==> config.mk <==
export PLATFORM = sky130hd
export DESIGN_NAME = csi_tx_packet_builder
export DESIGN_NICKNAME = d
export VERILOG_FILES = /design/src/rtl/csi_tx_packet_builder.sv
export SDC_FILE = /design/constraint.sdc
export NUM_CORES = 1
export LEC_CHECK = 0
export CAP_MARGIN = 20
export CORE_ASPECT_RATIO = 1.75
export CORE_UTILIZATION = 52
export DETAILED_ROUTE_END_ITERATION = 12
export PLACE_DENSITY = 0.76
export SYNTH_ARGS = -nofsm -noshare
export SYNTH_HDL_FRONTEND = slang
export SYNTH_SLANG_ARGS = --single-unit
==> constraint.sdc <==
create_clock -name clock -period 3.3 [get_ports clock]
set_clock_uncertainty 0.1 [all_clocks]
set_input_delay 0.495 -clock clock [delete_from_list [all_inputs] [get_ports clock]]
set_output_delay 0.495 -clock clock [all_outputs]
set_load 0.01 [all_outputs]
==> src/rtl/csi_tx_packet_builder.sv <==
// CSI-2 two-lane transmit packetizer: SYNC word, packet header with ECC, payload and CRC-16.
// Each lane word carries lane0 (the earlier byte) in [7:0] and lane1 in [15:8].

module csi_rx_hdr_ecc (
  input  logic [23:0] data,
  output logic [7:0]  ecc
);

  // Six-bit Hamming parity over the 24 header bits; the top two ECC bits are always zero.
  assign ecc[0] = data[0] ^ data[1] ^ data[2] ^ data[4] ^ data[5] ^ data[7] ^ data[10] ^
                  data[11] ^ data[13] ^ data[16] ^ data[20] ^ data[21] ^ data[22] ^ data[23];
  assign ecc[1] = data[0] ^ data[1] ^ data[3] ^ data[4] ^ data[6] ^ data[8] ^ data[10] ^
                  data[12] ^ data[14] ^ data[17] ^ data[20] ^ data[21] ^ data[22] ^ data[23];
  assign ecc[2] = data[0] ^ data[2] ^ data[3] ^ data[5] ^ data[6] ^ data[9] ^ data[11] ^
                  data[12] ^ data[15] ^ data[18] ^ data[20] ^ data[21] ^ data[22];
  assign ecc[3] = data[1] ^ data[2] ^ data[3] ^ data[7] ^ data[8] ^ data[9] ^ data[13] ^
                  data[14] ^ data[15] ^ data[19] ^ data[20] ^ data[21] ^ data[23];
  assign ecc[4] = data[4] ^ data[5] ^ data[6] ^ data[7] ^ data[8] ^ data[9] ^ data[16] ^
                  data[17] ^ data[18] ^ data[19] ^ data[20] ^ data[22] ^ data[23];
  assign ecc[5] = data[10] ^ data[11] ^ data[12] ^ data[13] ^ data[14] ^ data[15] ^ data[16] ^
                  data[17] ^ data[18] ^ data[19] ^ data[21] ^ data[22] ^ data[23];
  assign ecc[7:6] = 2'b00;

endmodule

module csi_tx_packet_builder #(
  parameter int GAP_CYCLES = 4,
  parameter int MAX_WC     = 8192
) (
  input  logic        clock,
  input  logic        reset,
  input  logic        enable,
  input  logic        cmd_valid,
  output logic        cmd_ready,
  input  logic [5:0]  cmd_dt,
  input  logic [15:0] cmd_wc,
  input  logic [15:0] pix_data,
  input  logic        pix_valid,
  output logic        pix_ready,
  output logic [15:0] tx_data,
  output logic        tx_valid,
  output logic        busy,
  output logic        err_underrun,
  output logic        err_wc
);

  localparam logic [15:0] MAX_WC_W = 16'(MAX_WC);
  localparam int GW = (GAP_CYCLES > 1) ? $clog2(GAP_CYCLES) : 1;
  localparam logic [GW-1:0] GAP_LAST = GW'(GAP_CYCLES - 1);

  typedef enum logic [2:0] {
    S_IDLE, S_SYNC, S_HDR0, S_HDR1, S_PAYLOAD, S_CRC, S_TRAIL
  } state_t;

  state_t         state;
  logic [15:0]    tx_reg;
  logic [15:0]    wc_q;
  logic [7:0]     di_q;
  logic [15:0]    crc;
  logic [15:0]    byte_cnt;
  logic [GW-1:0]  gap_cnt;
  logic [15:0]    wc_fix;
  logic           wc_bad;
  logic [7:0]     ecc;
  logic [15:0]    payload_word;
  logic [15:0]    crc_next;
  logic           is_short;
  logic           pay_last;

  function automatic logic [15:0] crc16_byte(input logic [15:0] c, input logic [7:0] b);
    logic [15:0] r;
    r = c;
    for (int i = 0; i < 8; i++) begin
      if (r[0] ^ b[i]) r = (r >> 1) ^ 16'h8408;
      else             r = r >> 1;
    end
    return r;
  endfunction

  csi_rx_hdr_ecc u_ecc (
    .data ({wc_q, di_q}),
    .ecc  (ecc)
  );

  // Odd counts lose bit 0 and oversized counts clamp; either correction is flagged.
  always_comb begin
    wc_fix = {cmd_wc[15:1], 1'b0};
    wc_bad = cmd_wc[0];
    if (cmd_wc > MAX_WC_W) begin
      wc_fix = MAX_WC_W;
      wc_bad = 1'b1;
    end
  end

  // A missing payload word is replaced by zeros so the HS burst never pauses.
  assign payload_word = pix_valid ? pix_data : 16'h0000;
  assign crc_next     = crc16_byte(crc16_byte(crc, payload_word[7:0]), payload_word[15:8]);
  assign is_short     = (di_q[5:0] < 6'h10);
  assign pay_last     = (byte_cnt == wc_q - 16'd2);

  assign cmd_ready = (state == S_IDLE) & enable;
  assign pix_ready = (state == S_PAYLOAD) & enable;
  assign busy      = (state != S_IDLE);
  assign tx_valid  = (state == S_SYNC) | (state == S_HDR0) | (state == S_HDR1) |
                     (state == S_PAYLOAD) | (state == S_CRC);
  assign tx_data   = (state == S_PAYLOAD) ? payload_word : tx_reg;

  always_ff @(posedge clock or posedge reset) begin
    if (reset) begin
      state        <= S_IDLE;
      tx_reg       <= 16'h0000;
      wc_q         <= 16'h0000;
      di_q         <= 8'h00;
      crc          <= 16'hFFFF;
      byte_cnt     <= 16'h0000;
      gap_cnt      <= '0;
      err_underrun <= 1'b0;
      err_wc       <= 1'b0;
    end else if (enable) begin
      case (state)
        S_IDLE: begin
          if (cmd_valid) begin
            wc_q   <= wc_fix;
            di_q   <= {2'b00, cmd_dt};
            tx_reg <= 16'hB8B8;
            state  <= S_SYNC;
            if (wc_bad) err_wc <= 1'b1;
          end
        end
        S_SYNC: begin
          tx_reg <= {wc_q[7:0], di_q};
          state  <= S_HDR0;
        end
        S_HDR0: begin
          tx_reg <= {ecc, wc_q[15:8]};
          state  <= S_HDR1;
        end
        S_HDR1: begin
          crc      <= 16'hFFFF;
          byte_cnt <= 16'h0000;
          gap_cnt  <= '0;
          if (is_short) begin
            tx_reg <= 16'h0000;
            state  <= S_TRAIL;
          end else if (wc_q == 16'h0000) begin
            tx_reg <= 16'hFFFF;
            state  <= S_CRC;
          end else begin
            state <= S_PAYLOAD;
          end
        end
        S_PAYLOAD: begin
          crc <= crc_next;
          if (!pix_valid) err_underrun <= 1'b1;
          if (pay_last) begin
            tx_reg <= crc_next;
            state  <= S_CRC;
          end else begin
            byte_cnt <= byte_cnt + 16'd2;
          end
        end
        S_CRC: begin
          tx_reg  <= 16'h0000;
          gap_cnt <= '0;
          state   <= S_TRAIL;
        end
        S_TRAIL: begin
          if (gap_cnt == GAP_LAST) state <= S_IDLE;
          else                     gap_cnt <= gap_cnt + 1'b1;
        end
        default: state <= S_IDLE;
      endcase
    end
  end

endmodule
== Word level (Yosys, flattened, before mapping) ==
Cells that the tools add are included.

* Register bits: 77
* Input bits: 43

* $add $sub $neg: 3
* Order comparisons: 2
* Equal/unequal tests: 14
* Multiplexer cells: 36
* Bitwise operators: 106
* Reduce and logical (&&, ||, !) cells: 15

{| class="wikitable"
|+ Operator list
! operator !! number
|-
| 16-bit two-way mux || 24
|-
| 16-bit one-hot mux with 6 select lines || 1
|-
| 1-bit bitwise XOR || 83
|-
| 16-bit one-hot mux with 2 select lines || 2
|-
| 2-bit inverter with 3-bit output || 16
|-
| 3-bit one-hot mux with 7 select lines || 1
|-
| 16-bit by 2-bit adder with 16-bit output, second input constant || 1
|-
| 16-bit == test || 1
|-
| 16-bit by 14-bit greater-than comparator with 1-bit output, second input constant || 1
|-
| 16-bit logical NOT || 1
|-
| 16-bit by 2-bit subtractor with 16-bit output, second input constant || 1
|-
| 3-bit AND reduction || 4
|-
| 2-bit inequality test, second input constant || 5
|-
| 3-bit == test, second input constant || 3
|-
| 3-bit two-way mux || 3
|-
| 4-bit AND reduction || 2
|-
| 3-bit by 2-bit == test with 1-bit output, second input constant || 2
|-
| 6-bit by 5-bit less-than comparator with 1-bit output, second input constant || 1
|-
| 6-bit nonzero test || 1
|-
| 5-bit AND reduction || 1
|-
| 2-bit two-way mux || 2
|-
| 1-bit bitwise OR || 4
|-
| 2-bit one-hot mux with 2 select lines || 1
|-
| 2-bit nonzero test || 2
|-
| other kinds (11) || 13
|}

== Depth between registers and ports, before layout ==
* Word-level depth: 35
* Depth in mapped cells: 12
* Mapped depth without buffers: 9

== By module ==
From an unflattened synthesis, not the netlist that was laid out.

* Cell total of the unflattened synthesis: 657
* Area total of the unflattened synthesis: 5819.3 um^2

{| class="wikitable"
|+ Modules (own cells, without submodules)
! module !! times used !! cells an instance !! area each (um^2)
|-
| csi_tx_packet_builder || 1 || 615 || 5298.8
|-
| csi_rx_hdr_ecc || 1 || 42 || 520.5
|}

== Least setup slack after synthesis ==
Ideal clock, no wire load.

* Path kind: reg2reg
* From: register wc_q[1]
* To: register tx_reg[15]
* Library setup time: 0.125 ns
* Data arrival time: 3.405 ns
* Required time: 3.075 ns
* Slack: -0.330 ns
* Cell stages (with the launch flop): 12
* Buffers on the path: 2
* Cell sequence: dfrtp_1 > inv_1 > ha_1 > or4b_4 > or4b_4 > a211oi_1 > o2111ai_1 > or4_1 > buf_6 > a21oi_4 > buf_6 > mux2_4

* Cells in the longest elaborated chain, start to end: 4

{| class="wikitable"
|+ Ends and longest elaborated chain
! item !! line !! text
|-
| start: declaration || 57 || <nowiki>logic [15:0] wc_q;</nowiki>
|-
| start signal: assignment || 123 || <nowiki>wc_q <= wc_fix;</nowiki>
|-
| 16-bit by 2-bit subtractor with 16-bit output || 99 || <nowiki>assign pay_last = (byte_cnt == wc_q - 16'd2);</nowiki>
|-
| 16-bit == test || 99 ||
|-
| 2-bit inequality test (no line) || n/a ||
|-
| 5-bit AND reduction (no line) * || n/a ||
|-
| end signal: assignment || 131 || <nowiki>tx_reg <= {wc_q[7:0], di_q};</nowiki>
|-
| end signal: assignment || 135 || <nowiki>tx_reg <= {ecc, wc_q[15:8]};</nowiki>
|-
| end signal: assignment || 156 || <nowiki>tx_reg <= crc_next;</nowiki>
|-
| end: declaration || 56 || <nowiki>logic [15:0] tx_reg;</nowiki>
|}

Every way passes the cells marked *; elsewhere a longest branch is shown, timed or not.
A chain may end at the register's enable or synchronous reset.

== Worst setup path in the final report ==
* From: register wc_q[2]
* To: register tx_reg[14]

The elaborated chain is that of the path after synthesis.

==> reports/qor.csv <==
metric;value;unit
status;finished, violations left;
failing checks;setup timing;
Tcrit/Tclk final;103;%
Hold-fix buffers, CTS;0;
clk root buf;clkbuf_16;
mapped cell area;5480;sq um
Synth top cells by count;nand2_1 (104), xnor2_1 (88), o21ai_0 (83);
worst hold start;err_underrun;
Worst VDD drop;752;uV
critical path's top delay family;simple AND/OR/NAND/NOR gates;
synthesis-to-finish area growth;27.6;%
RD Place Congestion;0.884;
Tot Pwr;0.00824;W
syn avg cell area;8.51;sq um
Worst path max stage delay;0.58;ns
buffers plus inverters on the worst setup path;2;
reg2reg path depth;10;
setup_tns;-0.661;ns
Worst setup startpoint;wc_q[2];
# H-tree levels;3;
main combinational cell family by area after synthesis;XOR/XNOR gates;
largest net degree at the start of global routing;31;
core area;10200;sq um
Final Max Tran Viols;0;
Reg-to-Reg End;tx_reg[14];
drt wl/cell;19.3;microns
Critical R2R Launch;wc_q[2];
Initial Utilization;53.6;%
PwrDens;1180;nW/um^2
Placed Area;6540;sq um
Synth Area in Simple Gates;18.8;%
most frequent CP cell;or4b_4;
multiplexer share of the synthesized area;4.88;%
nets;779;
first-pass GRT wire length;26200;microns
First-pass DRT Iterations;5;
asr flop ratio synth;100;%
Max Freq;0.295;GHz
CTS tree;done;
Worst-path clk slew;0.06;ns
min Tclk post-route;3.39;ns
Die Span Y;138;microns
leak pwr;2.93;nW
row cnt;49;
ranking of synthesized cells by area;dfrtp_1 (27%), xnor2_1 (14%), dfstp_2 (7.7%);
yosys synthesis warning count;0;
measured slew at the worst slew-check pin;0.741;ns
Synth cell types;56;
Overflow after GRT;0;
Total GRT Usage;32.3;%
crit path DAT;3.51;ns
Hold Violations, Final;0;
Antenna diodes;0;
Hold EP;err_underrun;
WL final;16700;microns
crit path capture type;flip-flop;
initial drt markers;289;
RSZ-0062 raised after global routing;true;
I/O Buffers;64;
Via-to-Cell Ratio;5.89;
WP data required;3.42;ns
EDFF count, synth;0;
initial antenna violation count;0;
XOR/XNOR share of the synthesized area;19.8;%
WHS;0.381;ns
Worst-Skew Late Latency;0.34;ns
Max-Cap Viols;0;
routed vias;5077;
Gate Count Post-Synth;644;
Detail Route Antenna Nets;0;
HP Class;reg2reg;
Post-route DRC;0;
most frequent cell after synthesis;nand2_1;
share of cells above drive strength 1;19.5;%
sequential fraction of the synthesis area;34.6;%
Hold Crit Depth;1;
Final Cell Area;7000;sq um
Crit Path Class;reg2reg;
DP HPWL;12700;microns
synthesized flop and latch total;75;
clock buffer depth;2;
Max-slew headroom;50.5;%
vias in the first global route;5094;
Synth Area in Compound Gates;15.8;%
Post-Synth Adder-Cell Area;1.37;%
Syn Nets;693;
final setup fails;15;
Setup crit start kind;flip-flop;
Setup WS post-layout;-0.0884;ns
io pins;65;
crit-path cells;inv_2, ha_4, or4b_4, or4b_4, o31ai_4, o2111ai_4, or4_4, a21oi_4, buf_12, mux2_2;
die area;11000;sq um
largest area contributor in the netlist;dfrtp_1;
CP Max Fanout;10;
top cell type's share of synthesized area;26.9;%
slowest stage cell, crit path;or4b_4;
die width;79.6;microns
cts bufs inserted;9;
CTS Sinks;75;
Main synth FF type;dfrtp_1;
Reg2Reg Setup Slack;-0.09;ns
-- placed cells by master (no fill, tap or decap), types with 10 or more instances in the layout --
cell / n
buf_4: 55
inv_1: 10
nor2_1: 22
clkdlybuf4s50_1: 64
nand3_1: 21
mux2_2: 11
nand2_1: 104
dfrtp_1: 59
xor2_1: 23
xnor2_1: 88
dfstp_2: 16
o21ai_0: 80
a21oi_1: 23
-- worst max-delay path by stage --
stage / slack (ns) / cells after the start / end
final: -0.09 / 10 / tx_reg[14]
after global placement: -0.02 / 10 / tx_reg[7]
after floorplan: -0.22 / 11 / tx_reg[15]
after CTS: -0.07 / 10 / tx_reg[8]
after global routing: -0.13 / 10 / tx_reg[14]
after detailed placement: -0.1 / 10 / tx_reg[7]
-- cell type report --
class,instances,area [sq um]
Clock buffer,9,225
Timing Repair Buffer,123,1120
Multi-Input combinational cell,508,3490
Inverter,13,48.8
Sequential cell,75,1900
Fill cell,833,3240
Clock inverter,7,60.1
Tap cell,127,159
-- per-stage QoR --
stage	std cells	worst slack, ns	utilization (%)
after detailed placement	845	-0.0962	63.9
after CTS	861	-0.0745	67.5
after floorplan	644	-0.217	-
after global routing	862	-0.129	68.3
final	862	-0.0884	68.3
after global placement	845	-0.0174	63.9
-- metal layers --
layer,GRT usage [%],up-vias,share of wire [%]
met5,0,-,0
met4,22.0,0,7.0
met2,59.4,204,54
li1,-,2398,-
met1,32.8,2404,35
met3,4.70,71,4.5
-- kinds of logic after synthesis --
logic type | after synthesis
DFF | 75
and+or+nand+nor | 215
buffers and inverters | 61
AOI/OAI and AO/OA | 147
adders and majority gates | 6
xor gates and xnor gates | 116
muxes | 24
-- power by group --
part	internal, W	switching (W)
Sequential	0.00130	0.000268
Clock	0.000521	0.000429
Combinational	0.00271	0.00301
Total	0.00453	0.00370
-- what timing repair did --
action / 4_1_cts / 5_1_grt
setup buffers: 0 / 1
endpoints found under the setup margin: 22 / 29
pin swaps: 10 / 8
gates cloned: 1 / 0
resized for setup: 14 / 16
No activity file was read; power rests on OpenSTA's default activity.
